## src/rtl/vga_pkg.sv

```systemverilog
`default_nettype none
// ============================================================================
//  Module      : vga_pkg
//  Description : Shared VGA types and constants. Holds the background scroll
//                state type and the default background width used by both the
//                scroll controller and the background renderer.
//  Revision    : 1.0  initial release
// ============================================================================
package vga_pkg;

    // Background width in ROM pixels; scroll_x always stays below this.
    localparam int c_scroll_w_default = 320;

    typedef enum logic [2:0] {
        IDLE     = 3'd0,
        RUN      = 3'd1,
        PAUSE    = 3'd2,
        STOPPING = 3'd3,
        HALT     = 3'd4
    } bg_state_t;

    // Modular advance of a 9-bit offset by a small step. The sum is formed
    // 10 bits wide so an offset near the top plus the step cannot overflow
    // before the wrap compare.
    function automatic logic [8:0] wrap_add(
        input logic [8:0] x,
        input logic [2:0] step,
        input logic [9:0] width
    );
        logic [9:0] w_sum;
        logic [9:0] w_diff;
        w_sum  = {1'b0, x} + {7'd0, step};
        w_diff = w_sum - width;
        if (w_sum < width)
            return w_sum[8:0];
        else
            return w_diff[8:0];
    endfunction

endpackage
`default_nettype wire

```

## src/rtl/vga_if.sv

```systemverilog
`default_nettype none
// ============================================================================
//  Module      : vga_if
//  Description : VGA timing bundle. The timing generator drives it through
//                the 'out' modport; monitors observe it through 'in'.
//                Ports : vblnk - vertical blanking, high during blanking.
//  Revision    : 1.0  initial release
// ============================================================================
interface vga_if;
    logic vblnk;

    modport out (output vblnk);
    modport in  (input  vblnk);
endinterface
`default_nettype wire

```

## src/rtl/frame_tick_gen.sv

```systemverilog
`default_nettype none
// ============================================================================
//  Module      : frame_tick_gen
//  Description : Frame-boundary detector. Flags the cycle in which vblnk is
//                high after having been low the previous cycle.
//                Ports : clk   - pixel clock
//                        rst   - synchronous active-high reset
//                        vblnk - vertical blanking from the timing monitor
//                        tick  - combinational boundary flag (cycle n)
//  Revision    : 1.0  initial release
// ============================================================================
module frame_tick_gen (
    input  logic clk,
    input  logic rst,
    input  logic vblnk,
    output logic tick
);

    logic r_vblnk_q;
    // The history is cleared by reset, so a vblnk that is already high when
    // reset releases would look like a rising edge. r_armed suppresses
    // detection until vblnk has been observed low at least once.
    logic r_armed;

    always_ff @(posedge clk) begin
        if (rst) begin
            r_vblnk_q <= 1'b0;
            r_armed   <= 1'b0;
        end else begin
            r_vblnk_q <= vblnk;
            if (!vblnk)
                r_armed <= 1'b1;
        end
    end

    assign tick = vblnk & ~r_vblnk_q & r_armed;

endmodule
`default_nettype wire

```

## src/rtl/bg_scroll_ctrl.sv

```systemverilog
`default_nettype none
// ============================================================================
//  Module      : bg_scroll_ctrl
//  Description : Background scroll controller. Commands are latched as
//                pending flags and acted on once per frame; every output
//                changes only in the frame_tick cycle so the renderer never
//                sees a mid-frame update.
//                Ports : clk, rst             - clock, sync active-high reset
//                        vin                  - timing monitor (vblnk only)
//                        start/stop/pause_tgl - single-cycle command pulses
//                        scroll_x             - offset 0..SCROLL_W-1
//                        speed                - step in pixels/frame
//                        frame_tick           - one pulse per frame
//                        state                - current FSM state
//  Revision    : 1.0  initial release
// ============================================================================
module bg_scroll_ctrl
    import vga_pkg::*;
#(
    parameter int SCROLL_W        = c_scroll_w_default,
    parameter int SPEED_INIT      = 1,
    parameter int SPEED_MAX       = 4,
    parameter int SPEED_UP_FRAMES = 600
) (
    input  logic       clk,
    input  logic       rst,
    vga_if.in          vin,
    input  logic       start,
    input  logic       stop,
    input  logic       pause_tgl,
    output logic [8:0] scroll_x,
    output logic [2:0] speed,
    output logic       frame_tick,
    output bg_state_t  state
);

    localparam int c_cnt_w = (SPEED_UP_FRAMES > 1) ? $clog2(SPEED_UP_FRAMES) : 1;
    localparam logic [c_cnt_w-1:0] c_cnt_last  = c_cnt_w'(SPEED_UP_FRAMES - 1);
    localparam logic [9:0]         c_scroll_w  = 10'(SCROLL_W);
    localparam logic [2:0]         c_speed_ini = 3'(SPEED_INIT);
    localparam logic [2:0]         c_speed_max = 3'(SPEED_MAX);

    bg_state_t          r_state, w_state_nxt;
    logic [8:0]         r_scroll, w_scroll_nxt;
    logic [2:0]         r_speed, w_speed_nxt;
    logic [c_cnt_w-1:0] r_cnt, w_cnt_nxt;
    logic               r_tick;
    logic               r_pend_start, r_pend_stop, r_pend_pause;

    logic               w_tick;
    logic               w_pend_start, w_pend_stop, w_pend_pause;
    logic               w_start_go;
    logic [8:0]         w_adv;

    frame_tick_gen u_tick_gen (
        .clk   (clk),
        .rst   (rst),
        .vblnk (vin.vblnk),
        .tick  (w_tick)
    );

    // A pulse arriving in the boundary cycle itself is folded in and
    // consumed with the rest rather than carried into the next frame.
    assign w_pend_start = r_pend_start | start;
    assign w_pend_stop  = r_pend_stop  | stop;
    assign w_pend_pause = r_pend_pause | pause_tgl;
    // Stop outranks start when both are waiting.
    assign w_start_go   = w_pend_start & ~w_pend_stop;
    assign w_adv        = wrap_add(r_scroll, r_speed, c_scroll_w);

    always_comb begin
        w_state_nxt  = r_state;
        w_scroll_nxt = r_scroll;
        w_speed_nxt  = r_speed;
        w_cnt_nxt    = r_cnt;
        if (w_tick) begin
            case (r_state)
                IDLE, HALT: begin
                    if (w_start_go) begin
                        w_state_nxt  = RUN;
                        w_scroll_nxt = 9'd0;
                        w_speed_nxt  = c_speed_ini;
                        w_cnt_nxt    = '0;
                    end
                end
                RUN: begin
                    if (w_pend_stop) begin
                        // The stop frame is already the first deceleration step.
                        w_state_nxt  = STOPPING;
                        w_scroll_nxt = w_adv;
                        w_speed_nxt  = (r_speed != 3'd0) ? r_speed - 3'd1 : 3'd0;
                    end else if (w_pend_pause) begin
                        // Freeze immediately: no advance on the pausing frame.
                        w_state_nxt = PAUSE;
                    end else begin
                        w_scroll_nxt = w_adv;
                        if (r_cnt == c_cnt_last) begin
                            w_cnt_nxt = '0;
                            if (r_speed < c_speed_max)
                                w_speed_nxt = r_speed + 3'd1;
                        end else begin
                            w_cnt_nxt = r_cnt + c_cnt_w'(1);
                        end
                    end
                end
                PAUSE: begin
                    if (w_pend_stop)
                        w_state_nxt = HALT;
                    else if (w_pend_pause)
                        w_state_nxt = RUN;
                end
                STOPPING: begin
                    // Speed reached zero on the previous frame; settle now.
                    if (r_speed == 3'd0) begin
                        w_state_nxt = HALT;
                    end else begin
                        w_scroll_nxt = w_adv;
                        w_speed_nxt  = r_speed - 3'd1;
                    end
                end
                default: w_state_nxt = IDLE;
            endcase
        end
    end

    always_ff @(posedge clk) begin
        if (rst) begin
            r_state      <= IDLE;
            r_scroll     <= 9'd0;
            r_speed      <= c_speed_ini;
            r_cnt        <= '0;
            r_tick       <= 1'b0;
            r_pend_start <= 1'b0;
            r_pend_stop  <= 1'b0;
            r_pend_pause <= 1'b0;
        end else begin
            r_state      <= w_state_nxt;
            r_scroll     <= w_scroll_nxt;
            r_speed      <= w_speed_nxt;
            r_cnt        <= w_cnt_nxt;
            r_tick       <= w_tick;
            r_pend_start <= w_pend_start & ~w_tick;
            r_pend_stop  <= w_pend_stop  & ~w_tick;
            r_pend_pause <= w_pend_pause & ~w_tick;
        end
    end

    assign scroll_x   = r_scroll;
    assign speed      = r_speed;
    assign frame_tick = r_tick;
    assign state      = r_state;

endmodule
`default_nettype wire

```

## src/flat_wrapper.sv

```systemverilog
// flat-port wrapper written by rule: the top's interface ports become plain ports
module bg_scroll_ctrl_flat import vga_pkg::*;
#(
    parameter int SCROLL_W        = c_scroll_w_default,
    parameter int SPEED_INIT      = 1,
    parameter int SPEED_MAX       = 4,
    parameter int SPEED_UP_FRAMES = 600
)
  (clk, rst, start, stop, pause_tgl, scroll_x, speed, frame_tick, state, vin_vblnk);
  vga_if vin_i ();
  input  logic clk;
  input  logic rst;
  input  logic start;
  input  logic stop;
  input  logic pause_tgl;
  output logic [8:0] scroll_x;
  output logic [2:0] speed;
  output logic frame_tick;
  output bg_state_t state;
  input wire logic [$bits(vin_i.vblnk)-1:0] vin_vblnk;
  assign vin_i.vblnk = vin_vblnk;
  bg_scroll_ctrl #(.SCROLL_W(SCROLL_W), .SPEED_INIT(SPEED_INIT), .SPEED_MAX(SPEED_MAX), .SPEED_UP_FRAMES(SPEED_UP_FRAMES)) u_core (.clk(clk), .rst(rst), .vin(vin_i), .start(start), .stop(stop), .pause_tgl(pause_tgl), .scroll_x(scroll_x), .speed(speed), .frame_tick(frame_tick), .state(state));
endmodule
```

## config.mk

```make
export PLATFORM = sky130hd
export DESIGN_NAME = bg_scroll_ctrl_flat
export DESIGN_NICKNAME = d
export VERILOG_FILES = /design/src/rtl/vga_pkg.sv /design/src/rtl/vga_if.sv /design/src/rtl/frame_tick_gen.sv /design/src/rtl/bg_scroll_ctrl.sv /design/src/flat_wrapper.sv
export SDC_FILE = /design/constraint.sdc
export NUM_CORES = 1
export LEC_CHECK = 0
export CAP_MARGIN = 20
export CORE_MARGIN = 5
export CORE_UTILIZATION = 50
export DETAILED_ROUTE_END_ITERATION = 10
export PLACE_DENSITY = 0.75
export SLEW_MARGIN = 20
export SYNTH_ARGS = -nofsm -noshare
export SYNTH_HDL_FRONTEND = slang
export SYNTH_HIERARCHICAL = 1
export SYNTH_SLANG_ARGS = --single-unit
```

## constraint.sdc

```tcl
create_clock -name clk -period 2.3 [get_ports clk]
set_input_delay 0.46 -clock clk [delete_from_list [all_inputs] [get_ports clk]]
set_output_delay 0.46 -clock clk [all_outputs]
set_load 0.03 [all_outputs]
```

==> flow_summary.ini <==
[outcome]
status = finished, violations left
violations = setup timing

[layout]
n_antenna_cell = 0
instances_no_fill = 340
final_cell_area_um2 = 2670
drive_gt1_frac = 0.264
final_util = 0.718
area_growth_syn_to_layout_pct = 37.0
nets = 307

[critical_path]
worstPathRequired_ns = 2.48
slowest_stage = dfxtp_4
cp_slowest_stage_delay_ns = 0.36
path_cells = ha_4 > fa_2 > a21o_1 > nand4_1 > xor2_1 > ha_2 > nor2b_1 > o31a_1 > a211oi_4 > xnor2_1 > o41ai_2
worstPathArrival_ns = 2.73
start_kind = flop
critPathTopFamily = compound AO/OA/AOI/OAI gates
worstPathMaxFanout = 4
worst-path-buf-inv = 0
path_class = reg2reg
cp-end-kind = flop

[global_routing]
grt_pass1_wl_mm = 8.42
first_global_vias = 1813
grt_max_degree = 21
antenna_found_initial = 0
overflow = 0
grt_usage = 0.203

[timing]
setup_slack_ns = -0.247
rsz0062_at_grt = yes
skew_ns = 0.00597
drv_slew = 0
fin_crit_ns = 2.55
max_freq_mhz = 393
tightest_slew_ns = 0.579
finalSetupViolCount = 3
min_period_over_period = 1.11
slew-limit-headroom = 0.611
tns_ns = -0.501
finalHoldViolCount = 0

[power_and_ir_drop]
pwr-share-comb = 0.142
power_density_nw_per_um2 = 437
clkPwrFrac = 0.384
p_int_uw = 849
p_leak_nw = 0.943
power.switching_uw = 316
p_seq_frac = 0.473
max-vdd-ir-drop_uv = 368
swShare = 0.271

[synth]
yosysWarnings = 6
async_reset_ff_frac = 0
synthCells = 237
synth_edf_count = 0
syn_area_um2 = 1950
syn_avg_cell_area_um2 = 8.21
synth-seq-cells = 31
syn_nets = 253
yosysSeqAreaShare = 0.319
synth_cell_type_count = 56
synthFlopType = dfxtp_1

[placed_design]
io_buffers = 21
dp.cells = 325
hpwlAfterDp_mm = 3.65
placed_area_um2 = 2450
place_congestion = 0.850

[cts]
cts_tree = built
hold_buffers = 0
cts_htree_levels = 2
clkSinkCount = 31
numCtsBuffers = 5
clk_pin_slew_ns = 0.07
insertion_delay_ns = 0.29
clk_path_buf_depth = 2
root_buffer = clkbuf_8

[die]
core-area_um2 = 3720
start_util = 0.524
die_w_um = 72.4
io_pins = 22
rows = 22
fp.dieArea_um2 = 5240
die_h_um = 72.4

[routing]
vias = 2047
drt_iter0_drc = 250
routed_via_density = 6.02
wl_mm = 5.47
ant_nets = 0
wl_per_cell_um = 16.1
dr.pass1.iters = 5
route.detailed.drc = 0

[min_path]
hp-class = reg2reg

[job]
max-cap-violations = 0
## layout by cell type, fill, tap and decap left out, types with 2 or more instances in the layout
master,count
nor2_1,12
o31ai_1,2
ha_4,3
a21o_1,2
a21oi_1,22
buf_4,34
o21ai_1,4
a31oi_1,3
inv_1,13
nor3_1,11
o211ai_1,2
buf_6,3
clkbuf_8,6
dfxtp_4,6
ha_1,4
clkdlybuf4s50_1,21
ha_2,2
o21ai_0,13
xnor2_1,2
nor2b_1,3
nand3_1,13
xor2_1,4
o21ai_4,2
nand2_1,14
or4_1,4
and3_1,2
nor4_1,2
nand4_1,6
dfxtp_1,25
and2_1,4
or3_1,7
nand2b_1,3
a21oi_2,4
## area by class of cell
class | count | area, um2
fill | 290 | 1050
clock buffer | 7 | 86.3
tap | 48 | 60.1
inverter | 13 | 48.8
sequential | 31 | 643
clock inverter | 1 | 5.00
timing repair buffer | 58 | 499
multi-input combinational | 182 | 1320
## tightest hold or removal path, cell delays in order, from the launching register on
cell	delay (ns)
dfxtp_1	0.31
inv_1	0.05
a21oi_1	0.05
## timing repair
item / 4_1_cts / 5_1_grt
gates resized for setup: 3 / 14
pin swaps: 3 / 9
endpoints found under the setup margin: 5 / 22
gates cloned: 0 / 1
buffers inserted: 3 / 3
## cell families (layout without fill, tap and decap cells)
kind of cell    after synthesis  after routing  synth area share
xor+xnor                      6              6            0.0270
simple gates                 94             95             0.283
mux                           2              2            0.0109
fa+ha+maj                    10             10            0.0682
buf+inv                      25             79            0.0579
compound gates               69             69             0.234
flops                        31             31             0.319
## stage by stage
stage | setup slack (ns) | power, mW | hold WS [ns]
floorplan | -0.0939 | 0.659 | 0.420
global placement | -0.239 | 0.710 | 0.436
detailed placement | -0.272 | 0.714 | 0.440
CTS | -0.249 | 1.16 | 0.451
global route | -0.340 | 1.21 | 0.487
finish | -0.247 | 1.16 | 0.455
## final timing paths
path | from | to | slack (ns) | depth (start not counted)
setup / recovery | u_core/speed[0] | u_core/scroll_x[6] | -0.25 | 11
hold / removal | u_core/u_tick_gen/r_armed | u_core/u_tick_gen/r_armed | 0.45 | 2
setup reg to reg | u_core/speed[0] | u_core/scroll_x[6] | -0.25 | 11
hold reg to reg | u_core/u_tick_gen/r_armed | u_core/u_tick_gen/r_armed | 0.45 | 2
## power groups by stage
stage | clock network (mW) | registers, mW | logic (mW)
CTS | 0.454 | 0.551 | 0.154
detailed placement | 0 | 0.563 | 0.151
global placement | 0 | 0.563 | 0.147
global route | 0.477 | 0.553 | 0.179
floorplan | 0 | 0.563 | 0.0964
finish | 0.447 | 0.551 | 0.166
## state kept, by name, summed over array words and instances, names as in the netlist
signal / count
u_core/r_cnt: 10
u_core/r_pend_pause: 1
u_core/u_tick_gen/r_vblnk_q: 1
u_core/u_tick_gen/r_armed: 1
u_core/speed: 3
u_core/scroll_x: 9
u_core/frame_tick: 1
u_core/state: 3
u_core/r_pend_stop: 1
u_core/r_pend_start: 1
## synthesized netlist by cell type, drive strengths merged, types with 4 or more instances
master  instances  share of area
nand4           7          0.030
ha              9          0.058
a21oi          26          0.067
nand3          14          0.039
nand2          14          0.027
clkbuf          6          0.012
inv            13          0.025
o21ai          20          0.063
nor2           13          0.025
xor2            4          0.018
nor3           11          0.028
dfxtp          31           0.32
or3             7          0.023
buf             6          0.021
or4             5          0.021
and2            4          0.013
## metal layers
layer	wire (um)	track usage
met5	0	0
met4	130	0.0840
met3	334	0.0402
met2	2590	0.315
met1	2410	0.275
Power figures use the tool's default switching activity.
